===== src/rtl/wb_trap_ctrl_pkg.sv =====
// Shared constants and types for the write-back trap controller: exception flag
// layout, cause codes, mtval source selection and the handshake FSM states.
package wb_trap_ctrl_pkg;

  localparam int unsigned XLEN_DEF = 64;
  localparam int unsigned EXCP_W   = 10;
  localparam int unsigned CODE_W   = 5;

  // wb_excp_i bit positions
  localparam int unsigned EX_PC_MISALIGN = 0;
  localparam int unsigned EX_IF_BUS_ERR  = 1;
  localparam int unsigned EX_ILEGL       = 2;
  localparam int unsigned EX_ECALL       = 3;
  localparam int unsigned EX_EBREAK      = 4;
  localparam int unsigned EX_LD_MISALIGN = 5;
  localparam int unsigned EX_LD_BUS_ERR  = 6;
  localparam int unsigned EX_ST_MISALIGN = 7;
  localparam int unsigned EX_ST_BUS_ERR  = 8;
  localparam int unsigned EX_RSVD        = 9;

  // Exception cause codes
  localparam logic [CODE_W-1:0] CAUSE_PC_MISALIGN = 5'd0;
  localparam logic [CODE_W-1:0] CAUSE_IF_BUS_ERR  = 5'd1;
  localparam logic [CODE_W-1:0] CAUSE_ILEGL       = 5'd2;
  localparam logic [CODE_W-1:0] CAUSE_EBREAK      = 5'd3;
  localparam logic [CODE_W-1:0] CAUSE_LD_MISALIGN = 5'd4;
  localparam logic [CODE_W-1:0] CAUSE_LD_BUS_ERR  = 5'd5;
  localparam logic [CODE_W-1:0] CAUSE_ST_MISALIGN = 5'd6;
  localparam logic [CODE_W-1:0] CAUSE_ST_BUS_ERR  = 5'd7;
  localparam logic [CODE_W-1:0] CAUSE_ECALL       = 5'd11;

  // Interrupt cause codes; local line i uses CAUSE_LCL_BASE + i
  localparam logic [CODE_W-1:0] CAUSE_MSI      = 5'd3;
  localparam logic [CODE_W-1:0] CAUSE_MTI      = 5'd7;
  localparam logic [CODE_W-1:0] CAUSE_MEI      = 5'd11;
  localparam int unsigned       CAUSE_LCL_BASE = 16;

  // Registered irq vector layout: {lcl, mei, mti, msi}
  localparam int unsigned IRQ_MSI     = 0;
  localparam int unsigned IRQ_MTI     = 1;
  localparam int unsigned IRQ_MEI     = 2;
  localparam int unsigned IRQ_LCL_LSB = 3;

  typedef enum logic [0:0] {StIdle, StFlush} trap_state_e;

  typedef enum logic [1:0] {TvalZero, TvalInstr, TvalAddr, TvalPc} tval_src_e;

  function automatic tval_src_e excp_tval_src(input logic [CODE_W-1:0] code);
    tval_src_e src;
    case (code)
      CAUSE_ILEGL:                        src = TvalInstr;
      CAUSE_IF_BUS_ERR, CAUSE_EBREAK:     src = TvalPc;
      CAUSE_PC_MISALIGN, CAUSE_LD_MISALIGN, CAUSE_LD_BUS_ERR,
      CAUSE_ST_MISALIGN, CAUSE_ST_BUS_ERR: src = TvalAddr;
      default:                            src = TvalZero;
    endcase
    return src;
  endfunction

endpackage


===== src/rtl/wb_trap_ctrl_prio_enc.sv =====
// Fixed-priority encoder selecting exactly one trap cause from the enabled interrupt
// vector and the WB exception flags; interrupts always win over exceptions.
module trap_prio_enc
  import wb_trap_ctrl_pkg::*;
#(
  parameter int unsigned NUM_LCL_IRQ = 4
) (
  input  logic [IRQ_LCL_LSB+NUM_LCL_IRQ-1:0] irq_i,
  input  logic [EXCP_W-1:0]                  excp_i,
  output logic                               valid_o,
  output logic                               is_irq_o,
  output logic [CODE_W-1:0]                  code_o
);

  always_comb begin
    valid_o  = 1'b1;
    is_irq_o = 1'b1;
    code_o   = '0;
    if (irq_i[IRQ_MEI]) begin
      code_o = CAUSE_MEI;
    end else if (irq_i[IRQ_MSI]) begin
      code_o = CAUSE_MSI;
    end else if (irq_i[IRQ_MTI]) begin
      code_o = CAUSE_MTI;
    end else if (|irq_i[IRQ_LCL_LSB +: NUM_LCL_IRQ]) begin
      // Walk downwards so the lowest pending index is the last one written
      for (int i = int'(NUM_LCL_IRQ) - 1; i >= 0; i--) begin
        if (irq_i[IRQ_LCL_LSB+i]) begin
          code_o = CODE_W'(CAUSE_LCL_BASE) + CODE_W'(i);
        end
      end
    end else begin
      is_irq_o = 1'b0;
      if (excp_i[EX_IF_BUS_ERR]) begin
        code_o = CAUSE_IF_BUS_ERR;
      end else if (excp_i[EX_ILEGL]) begin
        code_o = CAUSE_ILEGL;
      end else if (excp_i[EX_PC_MISALIGN]) begin
        code_o = CAUSE_PC_MISALIGN;
      end else if (excp_i[EX_ECALL]) begin
        code_o = CAUSE_ECALL;
      end else if (excp_i[EX_EBREAK]) begin
        code_o = CAUSE_EBREAK;
      end else if (excp_i[EX_ST_MISALIGN]) begin
        code_o = CAUSE_ST_MISALIGN;
      end else if (excp_i[EX_LD_MISALIGN]) begin
        code_o = CAUSE_LD_MISALIGN;
      end else if (excp_i[EX_ST_BUS_ERR]) begin
        code_o = CAUSE_ST_BUS_ERR;
      end else if (excp_i[EX_LD_BUS_ERR]) begin
        code_o = CAUSE_LD_BUS_ERR;
      end else begin
        valid_o = 1'b0;
      end
    end
  end

endmodule


===== src/rtl/wb_trap_ctrl.sv =====
// Write-back trap controller: picks one trap or mret for the WB instruction, writes the
// trap CSRs and holds a registered redirect request until the pipeline controller accepts it.
module wb_trap_ctrl
  import wb_trap_ctrl_pkg::*;
#(
  parameter int unsigned XLEN        = XLEN_DEF,
  parameter int unsigned NUM_LCL_IRQ = 4,
  parameter bit          VECTORED_EN = 1'b1
) (
  input  logic                   clk_i,
  input  logic                   rst_n_i,
  input  logic                   wb_valid_i,
  input  logic [XLEN-1:0]        wb_pc_i,
  input  logic [31:0]            wb_instr_i,
  input  logic [XLEN-1:0]        wb_alu_res_i,
  input  logic [EXCP_W-1:0]      wb_excp_i,
  input  logic                   wb_mret_i,
  input  logic                   irq_msi_i,
  input  logic                   irq_mti_i,
  input  logic                   irq_mei_i,
  input  logic [NUM_LCL_IRQ-1:0] irq_lcl_i,
  input  logic                   mstatus_mie_i,
  input  logic [XLEN-1:0]        mie_i,
  input  logic [XLEN-1:0]        mtvec_i,
  input  logic [XLEN-1:0]        mepc_i,
  output logic                   wb_kill_o,
  output logic                   mcause_wen_o,
  output logic                   mtval_wen_o,
  output logic                   mepc_wen_o,
  output logic [XLEN-1:0]        mcause_wdata_o,
  output logic [XLEN-1:0]        mtval_wdata_o,
  output logic [XLEN-1:0]        mepc_wdata_o,
  output logic                   trap_enter_o,
  output logic                   mret_commit_o,
  output logic                   flush_req_o,
  output logic [XLEN-1:0]        flush_pc_o,
  input  logic                   flush_ack_i,
  output logic                   wb_stall_o
);

  localparam int unsigned IrqW = IRQ_LCL_LSB + NUM_LCL_IRQ;

  trap_state_e     state_q;
  logic [IrqW-1:0] irq_q;
  logic [IrqW-1:0] mie_sel;
  logic [IrqW-1:0] irq_en;
  logic            flush_req_q;
  logic [XLEN-1:0] flush_pc_q;

  logic              enc_valid;
  logic              enc_is_irq;
  logic [CODE_W-1:0] enc_code;

  logic            take;
  logic            trap;
  logic [XLEN-1:0] base;
  logic [XLEN-1:0] target;

  // Only the enable bits matching implemented causes matter; rsvd flag is ignored
  logic unused_bits;
  assign unused_bits = ^{mie_i, wb_excp_i[EX_RSVD]};

  always_comb begin
    mie_sel          = '0;
    mie_sel[IRQ_MSI] = mie_i[CAUSE_MSI];
    mie_sel[IRQ_MTI] = mie_i[CAUSE_MTI];
    mie_sel[IRQ_MEI] = mie_i[CAUSE_MEI];
    for (int i = 0; i < int'(NUM_LCL_IRQ); i++) begin
      mie_sel[IRQ_LCL_LSB+i] = mie_i[int'(CAUSE_LCL_BASE)+i];
    end
  end

  assign irq_en = irq_q & mie_sel & {IrqW{mstatus_mie_i}};

  trap_prio_enc #(
    .NUM_LCL_IRQ(NUM_LCL_IRQ)
  ) u_prio_enc (
    .irq_i   (irq_en),
    .excp_i  (wb_excp_i),
    .valid_o (enc_valid),
    .is_irq_o(enc_is_irq),
    .code_o  (enc_code)
  );

  assign take = wb_valid_i && (state_q == StIdle) && (enc_valid || wb_mret_i);
  assign trap = take && enc_valid;

  assign wb_kill_o     = take;
  assign mcause_wen_o  = trap;
  assign mtval_wen_o   = trap;
  assign mepc_wen_o    = trap;
  assign trap_enter_o  = trap;
  assign mret_commit_o = take && !enc_valid;
  assign mepc_wdata_o  = wb_pc_i;

  always_comb begin
    mcause_wdata_o               = '0;
    mcause_wdata_o[XLEN-1]       = enc_is_irq;
    mcause_wdata_o[CODE_W-1:0]   = enc_code;
  end

  always_comb begin
    mtval_wdata_o = '0;
    if (!enc_is_irq) begin
      case (excp_tval_src(enc_code))
        TvalInstr: mtval_wdata_o = {{(XLEN-32){1'b0}}, wb_instr_i};
        TvalAddr:  mtval_wdata_o = wb_alu_res_i;
        TvalPc:    mtval_wdata_o = wb_pc_i;
        default:   mtval_wdata_o = '0;
      endcase
    end
  end

  assign base = {mtvec_i[XLEN-1:2], 2'b00};

  always_comb begin
    target = base;
    if (!enc_valid) begin
      target = mepc_i;
    end else if (enc_is_irq && VECTORED_EN && (mtvec_i[1:0] == 2'b01)) begin
      target = base + {{(XLEN-CODE_W-2){1'b0}}, enc_code, 2'b00};
    end
  end

  always_ff @(posedge clk_i) begin
    if (!rst_n_i) begin
      state_q     <= StIdle;
      irq_q       <= '0;
      flush_req_q <= 1'b0;
      flush_pc_q  <= '0;
    end else begin
      irq_q <= {irq_lcl_i, irq_mei_i, irq_mti_i, irq_msi_i};
      case (state_q)
        StIdle: begin
          if (take) begin
            flush_req_q <= 1'b1;
            flush_pc_q  <= target;
            state_q     <= StFlush;
          end
        end
        StFlush: begin
          if (flush_ack_i) begin
            flush_req_q <= 1'b0;
            state_q     <= StIdle;
          end
        end
        default: begin
          flush_req_q <= 1'b0;
          state_q     <= StIdle;
        end
      endcase
    end
  end

  assign flush_req_o = flush_req_q;
  assign flush_pc_o  = flush_pc_q;
  assign wb_stall_o  = (state_q == StFlush);

endmodule


===== config.mk =====
export PLATFORM = sky130hd
export DESIGN_NAME = wb_trap_ctrl
export DESIGN_NICKNAME = d
export VERILOG_FILES = /design/src/rtl/wb_trap_ctrl_pkg.sv /design/src/rtl/wb_trap_ctrl_prio_enc.sv /design/src/rtl/wb_trap_ctrl.sv
export SDC_FILE = /design/constraint.sdc
export NUM_CORES = 1
export LEC_CHECK = 0
export BUFFER_PORTS_ARGS = -buffer_cell sky130_fd_sc_hd__buf_4
export CORE_AREA = 2 2 247 249
export CTS_BUF_LIST = sky130_fd_sc_hd__clkbuf_4 sky130_fd_sc_hd__clkbuf_8 sky130_fd_sc_hd__clkbuf_16
export DETAILED_ROUTE_END_ITERATION = 16
export DIE_AREA = 0 0 249 251
export HOLD_SLACK_MARGIN = 0.1
export PLACE_DENSITY = 0.38
export SYNTH_ARGS = -nofsm -noshare
export SYNTH_HDL_FRONTEND = slang
export SYNTH_SLANG_ARGS = --single-unit

===== constraint.sdc =====
create_clock -name clk_i -period 4.9 [get_ports clk_i]
set_input_delay 0.98 -clock clk_i [delete_from_list [all_inputs] [get_ports clk_i]]
set_output_delay 0.98 -clock clk_i [all_outputs]
set_load 0.02 [all_outputs]

==> results.sh <==
export IMPL_synth_edf_count=0
export IMPL_hold_path_depth=2
export IMPL_hold_viol=0
export IMPL_dr_total_vias=8646
export IMPL_rsz0062_at_grt="false"
export IMPL_cts_hold_repair_buffers=0
export IMPL_endpoint_kind="primary output"
export IMPL_tns_ns=0
export IMPL_core_area_um2=59790
export IMPL_cts_sinks=73
export IMPL_ir_drop_uv=136.9
export IMPL_rows=90
export IMPL_hold_class="flop to flop"
export IMPL_cts_resized=0
export IMPL_leakagePower_nw=5.162
export IMPL_place_gp_congestion=0.8764
export IMPL_finalCritPeriodShare_pct=91.60
export IMPL_grt_pass1_vias=8623
export IMPL_antenna_found_initial=23
export IMPL_drv_cap=0
export IMPL_dp_slack_ns=0.2959
export IMPL_clock_root_buffer="clkbuf_16"
export IMPL_yosys_warnings=0
export IMPL_grt_usage_pct=15.15
export IMPL_drt_iter0_drc=427
export IMPL_final_layout_size_suffix_gt1_share_pct=45.55
export IMPL_cts_inserted_buffers=9
export IMPL_relSlewSlack_pct=34.33
export IMPL_drt_wl_total_um=49340
export IMPL_area_growth_pct=66.17
export IMPL_grt_max_degree=65
export IMPL_fin_nets=1690
export IMPL_die_x_um=249
export IMPL_num_io_pins=639
export IMPL_reg2regPathDepth=12
export IMPL_fin_cells=2105
export IMPL_fmax_mhz=222.8
export IMPL_clk_latency_ns=0.38
export IMPL_cp_data_arrival_time_ns=3.51
export IMPL_syn_inst=875
export IMPL_dieArea_um2=62500
export IMPL_setup_slack_ns=0.4114
export IMPL_path_max_fanout=26
export IMPL_synthDistinctLibCells=67
export IMPL_dp_hpwl_um=42550
export IMPL_synth_seq_cells=73
export IMPL_finalCriticalPeriod_ns=4.489
export IMPL_outcome="completed"
export IMPL_setup_violations=0
export IMPL_vias_per_cell=4.107
export IMPL_die_h_um=251
export IMPL_grt_overflow=0
export IMPL_netlist_area_um2=6904
export IMPL_syn_area_per_cell_um2=7.890
export IMPL_cts_path_max_buffers=2
export IMPL_worstPathRequired_ns=3.92
export IMPL_start_util_pct=11.55
export IMPL_slew_violations=0
export IMPL_startpoint_type="input port"
export IMPL_grt_pass1_wl_um=67030
export IMPL_clk_pin_slew_ns=0.06
export IMPL_critPathKind="input port to primary output"
export IMPL_worst_pin_slew_ns=0.9836
export IMPL_drcViolationCount=0
export IMPL_ys_flop_type="dfxtp_1"
export IMPL_dp_cells=2081
export IMPL_wl_per_cell_um=23.44
export IMPL_first_pass_iters=4
export IMPL_async_flop_share_pct=0
export IMPL_port_buffers=522
export IMPL_cts_tree="yes"
export IMPL_htree_num_levels=3
export IMPL_antenna_violating_nets_post_route=0
export IMPL_fin_skew_ns=0.01037
export IMPL_powerDensity_nw_per_um2=225.9
export IMPL_seq_area_frac_synth_pct=21.17
export IMPL_cts_setup_buffers=0
==> per-layer routing <==
layer  share of wire [%]  GRT usage [%]  vias up
met5               0.026              0        -
met4                 2.7          4.675        2
met3                 6.7          3.945       58
met2                  54          29.17      455
met1                  37          15.98     4129
li1                    -              -     4002
==> layout by cell type, fill, tap and decap left out, types with 13 or more instances in the layout <==
| master | n |
|---|---|
| xnor2_1 | 25 |
| a21oi_1 | 66 |
| and3_1 | 68 |
| o22ai_1 | 51 |
| xor2_1 | 29 |
| a221o_1 | 32 |
| nor3b_1 | 32 |
| nand3_1 | 34 |
| nand2_1 | 41 |
| and2_1 | 13 |
| conb_1 | 58 |
| nor2_1 | 19 |
| buf_4 | 558 |
| dfxtp_1 | 73 |
| a22o_1 | 37 |
==> cell usage after synthesis (5+ instances only) <==
cell type,n,area [µm²]
clkbuf_1,49,183.9
nand2_1,41,153.9
nand3_1,35,175.2
o21a_1,6,45.04
a21o_1,5,37.54
and4_1,11,96.34
xor2_1,29,254.0
a22o_1,37,324.1
a221o_1,32,320.3
o21ai_0,6,30.03
o211ai_1,5,37.54
o2111ai_1,12,105.1
inv_1,13,48.80
dfxtp_1,73,1461
a211oi_1,11,82.58
xnor2_1,25,219.0
nand4_1,11,68.82
buf_2,17,85.08
buf_4,126,945.9
nor2_1,20,75.07
nor3_1,10,50.05
nor3b_1,32,240.2
a31oi_1,7,43.79
a21oi_1,66,330.3
and2_1,13,81.33
and3_1,68,425.4
o22ai_1,51,319.1
==> where the power goes <==
group	switching (mW)	total [mW]	leakage, nW	internal (mW)
registers	0.0246	0.656	0.601	0.631
clock network	0.311	0.764	0.157	0.453
logic	0.657	1.17	4.40	0.515
==> critical path, stage by stage <==
cell     delay [ns]
buf_4          0.12
or4_1          0.57
nand3_1        0.21
o21a_1         0.30
a21o_1         0.21
nand2_1        0.13
buf_4          0.20
buf_4          0.23
nor3b_1        0.23
a221o_1        0.15
buf_4          0.14
==> through the flow <==
step	power (mW)	utilization (%)	cell area [µm²]	hold WS [ns]
after floorplan	1.293	-	7118	0.5302
after global placement	1.847	18.61	11130	0.4453
after detailed placement	1.847	18.61	11130	0.4505
after CTS	2.641	19.15	11450	0.4589
after global routing	2.716	19.19	11470	0.4847
final	2.592	19.19	11470	0.4560
==> path summary, 6_finish.rpt <==
path	endpoint	startpoint	slack, ns
max	mtval_wdata_o[8]	wb_excp_i[7]	0.41
min	flush_pc_o[1]	flush_pc_o[1]	0.46
max reg2reg	flush_pc_o[51]	irq_q[1]	1.07
min reg2reg	flush_pc_o[1]	flush_pc_o[1]	0.46
==> cells by family after synthesis <==
| group | share of synthesized area, % |
|---|---|
| other | 0.05432 |
| adder cells (fa/ha/maj) | 1.015 |
| multiplexers | 0.4350 |
| flip-flops | 21.17 |
| buffers and inverters | 18.58 |
| XOR/XNOR | 6.850 |
| AND/OR/NAND/NOR | 21.71 |
| AO/OA/AOI/OAI | 30.19 |
==> registers in the layout, summed over array words and instances, names as in the netlist <==
name,count
flush_pc_o,64
flush_req_o,1
irq_q,7
wb_stall_o,1
==> layout make-up <==
| cell class | instances | area (µm²) |
|---|---|---|
| repair buffers | 560 | 4229 |
| clock inverters | 6 | 90.09 |
| diodes | 8 | 20.02 |
| multi-input cells | 651 | 4404 |
| clock buffers | 10 | 232.7 |
| flip-flops and latches | 73 | 1461 |
| inverters | 15 | 56.30 |
| well taps | 782 | 978.4 |
| fillers | 6795 | 48320 |
Power figures use the tool's default switching activity.
